[src/rtl/arith_pkg.sv]
// Shared arithmetic definitions: FSM state encodings and add/sub mode constants.
package arith_pkg;

  typedef enum logic [1:0] {
    ST_IDLE = 2'd0,
    ST_RUN  = 2'd1,
    ST_DONE = 2'd2
  } state_t;

  localparam logic MODE_ADD = 1'b0;
  localparam logic MODE_SUB = 1'b1;

endpackage

[src/rtl/full_operator.sv]
// Combinational one-bit full adder/subtractor cell shared by the serial datapath.
module full_operator
  import arith_pkg::*;
(
  input  logic x,
  input  logic y,
  input  logic cin,
  input  logic mode,
  output logic s,
  output logic cout
);

  logic w_diff;

  assign w_diff = x ^ y;
  assign s      = w_diff ^ cin;

  // In subtract mode cout is a borrow: set when x - y - cin goes negative.
  assign cout = (mode == MODE_SUB) ? ((~x & y) | (cin & ~w_diff))
                                   : ((x & y)  | (cin & w_diff));

endmodule

[src/rtl/serial_addsub.sv]
// Bit-serial WIDTH-bit adder/subtractor, LSB first, one bit per clock.
// Optional signed overflow output enabled by defining ADDSUB_OVF_EN.
module serial_addsub
  import arith_pkg::*;
#(
  parameter int WIDTH = 8
) (
  input  logic             clk,
  input  logic             rst_n,
  input  logic             in_valid,
  output logic             in_ready,
  input  logic [WIDTH-1:0] a,
  input  logic [WIDTH-1:0] b,
  input  logic             mode,
  output logic             out_valid,
  input  logic             out_ready,
  output logic [WIDTH-1:0] result,
  output logic             carry_borrow
`ifdef ADDSUB_OVF_EN
  ,
  output logic             overflow
`endif
);

  // state   | meaning
  // IDLE    | waiting for operands, in_ready=1
  // RUN     | one operand bit processed per cycle
  // DONE    | result held, out_valid=1 until out_ready

  localparam int CW = (WIDTH > 1) ? $clog2(WIDTH) : 1;
  localparam logic [CW-1:0] LAST = CW'(WIDTH - 1);

  state_t           r_state;
  state_t           w_next;
  logic [WIDTH-1:0] r_a;
  logic [WIDTH-1:0] r_b;
  logic [WIDTH-1:0] r_res;
  logic             r_mode;
  logic             r_c;
  logic [CW-1:0]    r_cnt;
  logic             w_s;
  logic             w_cout;
  logic             w_accept;
  logic             w_last;

  assign w_accept = in_valid && (r_state == ST_IDLE);
  assign w_last   = (r_state == ST_RUN) && (r_cnt == LAST);

  full_operator u_cell (
    .x    (r_a[0]),
    .y    (r_b[0]),
    .cin  (r_c),
    .mode (r_mode),
    .s    (w_s),
    .cout (w_cout)
  );

  always_ff @(posedge clk or negedge rst_n) begin
    if (!rst_n) begin
      r_state <= ST_IDLE;
    end else begin
      r_state <= w_next;
    end
  end

  always_comb begin
    w_next = r_state;
    case (r_state)
      ST_IDLE: if (in_valid)  w_next = ST_RUN;
      ST_RUN:  if (w_last)    w_next = ST_DONE;
      ST_DONE: if (out_ready) w_next = ST_IDLE;
      default:                w_next = ST_IDLE;
    endcase
  end

  always_comb begin
    in_ready  = (r_state == ST_IDLE);
    out_valid = (r_state == ST_DONE);
  end

  always_ff @(posedge clk or negedge rst_n) begin
    if (!rst_n) begin
      r_a    <= '0;
      r_b    <= '0;
      r_res  <= '0;
      r_mode <= MODE_ADD;
      r_c    <= 1'b0;
      r_cnt  <= '0;
    end else if (w_accept) begin
      r_a    <= a;
      r_b    <= b;
      r_mode <= mode;
      r_c    <= 1'b0;
      r_cnt  <= '0;
    end else if (r_state == ST_RUN) begin
      r_res  <= {w_s, r_res[WIDTH-1:1]};
      r_a    <= r_a >> 1;
      r_b    <= r_b >> 1;
      r_c    <= w_cout;
      r_cnt  <= r_cnt + 1'b1;
    end
  end

  assign result       = r_res;
  assign carry_borrow = r_c;

`ifdef ADDSUB_OVF_EN
  logic r_ovf;

  // On the final RUN edge the operand LSBs are the original MSBs and w_s is the result MSB.
  always_ff @(posedge clk or negedge rst_n) begin
    if (!rst_n) begin
      r_ovf <= 1'b0;
    end else if (w_last) begin
      if (r_mode == MODE_SUB) begin
        r_ovf <= (r_a[0] != r_b[0]) && (w_s != r_a[0]);
      end else begin
        r_ovf <= (r_a[0] == r_b[0]) && (w_s != r_a[0]);
      end
    end
  end

  assign overflow = r_ovf;
`endif

endmodule

[config.mk]
export PLATFORM = sky130hd
export DESIGN_NAME = serial_addsub
export DESIGN_NICKNAME = d
export VERILOG_FILES = /design/src/rtl/arith_pkg.sv /design/src/rtl/full_operator.sv /design/src/rtl/serial_addsub.sv
export SDC_FILE = /design/constraint.sdc
export NUM_CORES = 1
export LEC_CHECK = 0
export CORE_MARGIN = 2
export CORE_UTILIZATION = 30
export CTS_BUF_LIST = sky130_fd_sc_hd__clkbuf_4 sky130_fd_sc_hd__clkbuf_8 sky130_fd_sc_hd__clkbuf_16
export DETAILED_ROUTE_END_ITERATION = 8
export GPL_TIMING_DRIVEN = 0
export PLACE_DENSITY = 0.61
export SYNTH_ARGS = -nofsm -noshare
export SYNTH_HDL_FRONTEND = slang
export SYNTH_HIERARCHICAL = 1
export SYNTH_SLANG_ARGS = --single-unit
[constraint.sdc]
create_clock -name clk -period 3.8 [get_ports clk]
set_input_delay 1.14 -clock clk [delete_from_list [all_inputs] [get_ports clk]]
set_output_delay 1.14 -clock clk [all_outputs]
set_load 0.03 [all_outputs]
==> impl_metrics.toml <==
[outcome]
status = "completed"

[global_routing]
grt_use_total = 0.1341
grt_pass1_wl_mm = 5.395
grt_antenna_before_repair = 0
grt-ovfl-total = 0
grt_pass1_vias = 1162
grt_max_degree = 32

[synth]
synthesis.area_mm2 = 0.001376
ys_seq_area_frac = 0.5636
synth_nets = 154
synth_seq_cells = 31
post_synth_num_cell_types = 28
synth_largest_area_cell = "dfrtp_1"
synth.avg_cell_area_um2 = 10.67
synth_top_area_frac = 0.5636
ys_top_cells_by_area = "dfrtp_1 (56%), o22ai_1 (8.2%), nand2_1 (7.6%), a2bb2oi_1 (3.8%), fa_1 (2.9%)"
yosys_warnings = 6
syn_inst = 129

[critical_path]
path_max_fanout = 10
arrival_ns = 1.96
critPathKind = "register to output pin"
endpoint_kind = "output pin"
startpoint_type = "register"
critPathRequiredTime_ns = 2.66

[timing]
fin_crit_sh = 0.8166
skew_ns = 0.002186
rsz0062_at_grt = "false"
finalSetupTns_ns = 0
relSlewSlack = 0.5335
slew_violations = 0
hold_viol = 0
setup_viol = 0
fin_crit_ns = 3.103
tightestPinTransition_ns = 0.6997
fmax_ghz = 0.3223

[clock_network]
clk_pin_slew_worst_paths_ns = 0.06
clkLatencyLatePin_ns = 0.28
postCtsSetupRepairBufs = 0
post_cts_resize_count = 0
hold_buffers = 0
clockBufferDepth = 2
cts_made_buffers = 5
cts_sinks = 31
cts_root_buffer = "clkbuf_8"
cts_max_level = 2
cts_tree = "built"

[routing]
drt_pass1_iterations = 4
routed_wl_mm = 3.097
first_iter_violations = 86
ant_nets = 0
num_vias = 1127
route.detailed.drc = 0
routedWlPerCell_um = 14.08
viasPerCell = 5.123

[die]
start_util = 0.3139
dieWidth_um = 71.73
die_y_um = 71.73
core.rowCount = 24
die-area_mm2 = 0.005145
pin_count = 32
core_area_mm2 = 0.004384

[layout]
final_common_cell = "dfrtp_1"
antenna_cells = 0
final_cell_mix = "dfrtp_1 (31), clkdlybuf4s50_1 (30), nand2_1 (28)"
drive_gt1_frac = 0.1071
nets = 192
area_growth_pct = 34.45
final_util = 0.4221

[pwr]
pwr_density_cell_mw_per_mm2 = 862.0
ir_worst_vdd_uv = 366.0
p_leak_uw = 0.0008224

[place]
io_buffers = 31
gp_congestion = 0.8091
hpwl_mm = 2.233

[job]
cap_violations = 0

[min_path]
hold_path_class = "register to register"
## kinds of logic after synthesis
family	synth area share
AOI/OAI and AO/OA	0.2064
adders and majority gates	0.04727
buffers and inverters	0.04363
DFF	0.5636
muxes	0.01545
and+or+nand+nor	0.1236
## per-layer routing
layer | share of wire | routed length [um] | global-route usage | up-vias
li1 | - | - | - | 539
met1 | 0.48 | 1476 | 0.1817 | 540
met2 | 0.44 | 1375 | 0.2016 | 41
met3 | 0.063 | 195 | 0.03797 | 7
met4 | 0.016 | 51 | 0.05660 | 0
met5 | 0 | 0 | 0 | -
## stage by stage
stage	instance area, um^2	worst slack [ns]	total power, uW	hold slack [ns]	instances
after detailed placement	1752	0.9827	1316	0.4801	212
final	1851	0.6969	1595	0.4841	220
after floorplan	1376	1.527	1074	0.4508	129
after CTS	1856	0.6806	1610	0.4935	220
after global placement	1752	1.006	1280	0.4592	212
after global routing	1851	0.5819	1723	0.5181	220
## report_power, final
group,switching [uW],leakage [uW],internal (uW)
combinational,372,0.000392,329
sequential,117,0.000375,486
clock,119,0.0000549,172
## synthesized netlist by cell type
library cell,instances
inv_2,1
dfrtp_1,31
a21oi_1,7
o21ai_1,1
fa_1,2
o21ai_0,1
mux2_2,1
a22o_1,3
clkbuf_1,2
nor2b_1,1
inv_1,4
ha_1,2
buf_2,3
nand3_1,1
o221a_1,2
nand3b_1,2
a2bb2oi_1,6
nand2_1,28
o22ai_1,18
a32o_1,1
nor2_2,2
o21bai_1,1
o31ai_1,1
nand2b_1,3
nor2_1,2
mux2i_1,1
buf_6,1
buf_4,1
## critical path: stages, from the launching register on
cell and delay, ns:
dfrtp_1 0.50, inv_2 0.10, clkbuf_1 0.25, nor2_1 0.15
clkdlybuf4s50_1 0.68
## final cells by class
| class | instances | area (um^2) |
|---|---|---|
| buffer | 7 | 41.29 |
| clock buffer | 8 | 103.9 |
| fill | 416 | 2534 |
| inverter | 5 | 18.77 |
| multi-input combinational | 86 | 540.5 |
| sequential | 31 | 775.7 |
| tap | 52 | 65.06 |
| timing repair buffer | 31 | 305.3 |
## flip-flops by register name, summed over array words and instances (netlist names)
register and count:
carry_borrow 1, r_a 8, r_b 8, r_cnt 3, r_mode 1, r_state 2
result 8
## path summary, 6_finish.rpt
path / cells past startpoint / start / endpoint / slack (ns)
worst max-delay path: 4 / r_state[1] / out_valid / 0.70
worst min-delay path: 2 / result[0] / result[0] / 0.48
worst max register to register: 4 / r_state[1] / r_b[5] / 2.44
worst min register to register: 2 / result[0] / result[0] / 0.48
max in group asynchronous: 1 / rst_n / r_b[7] / 2.44
min in group asynchronous: 1 / rst_n / result[0] / 0.91
No activity file was read; power rests on OpenSTA's default activity.
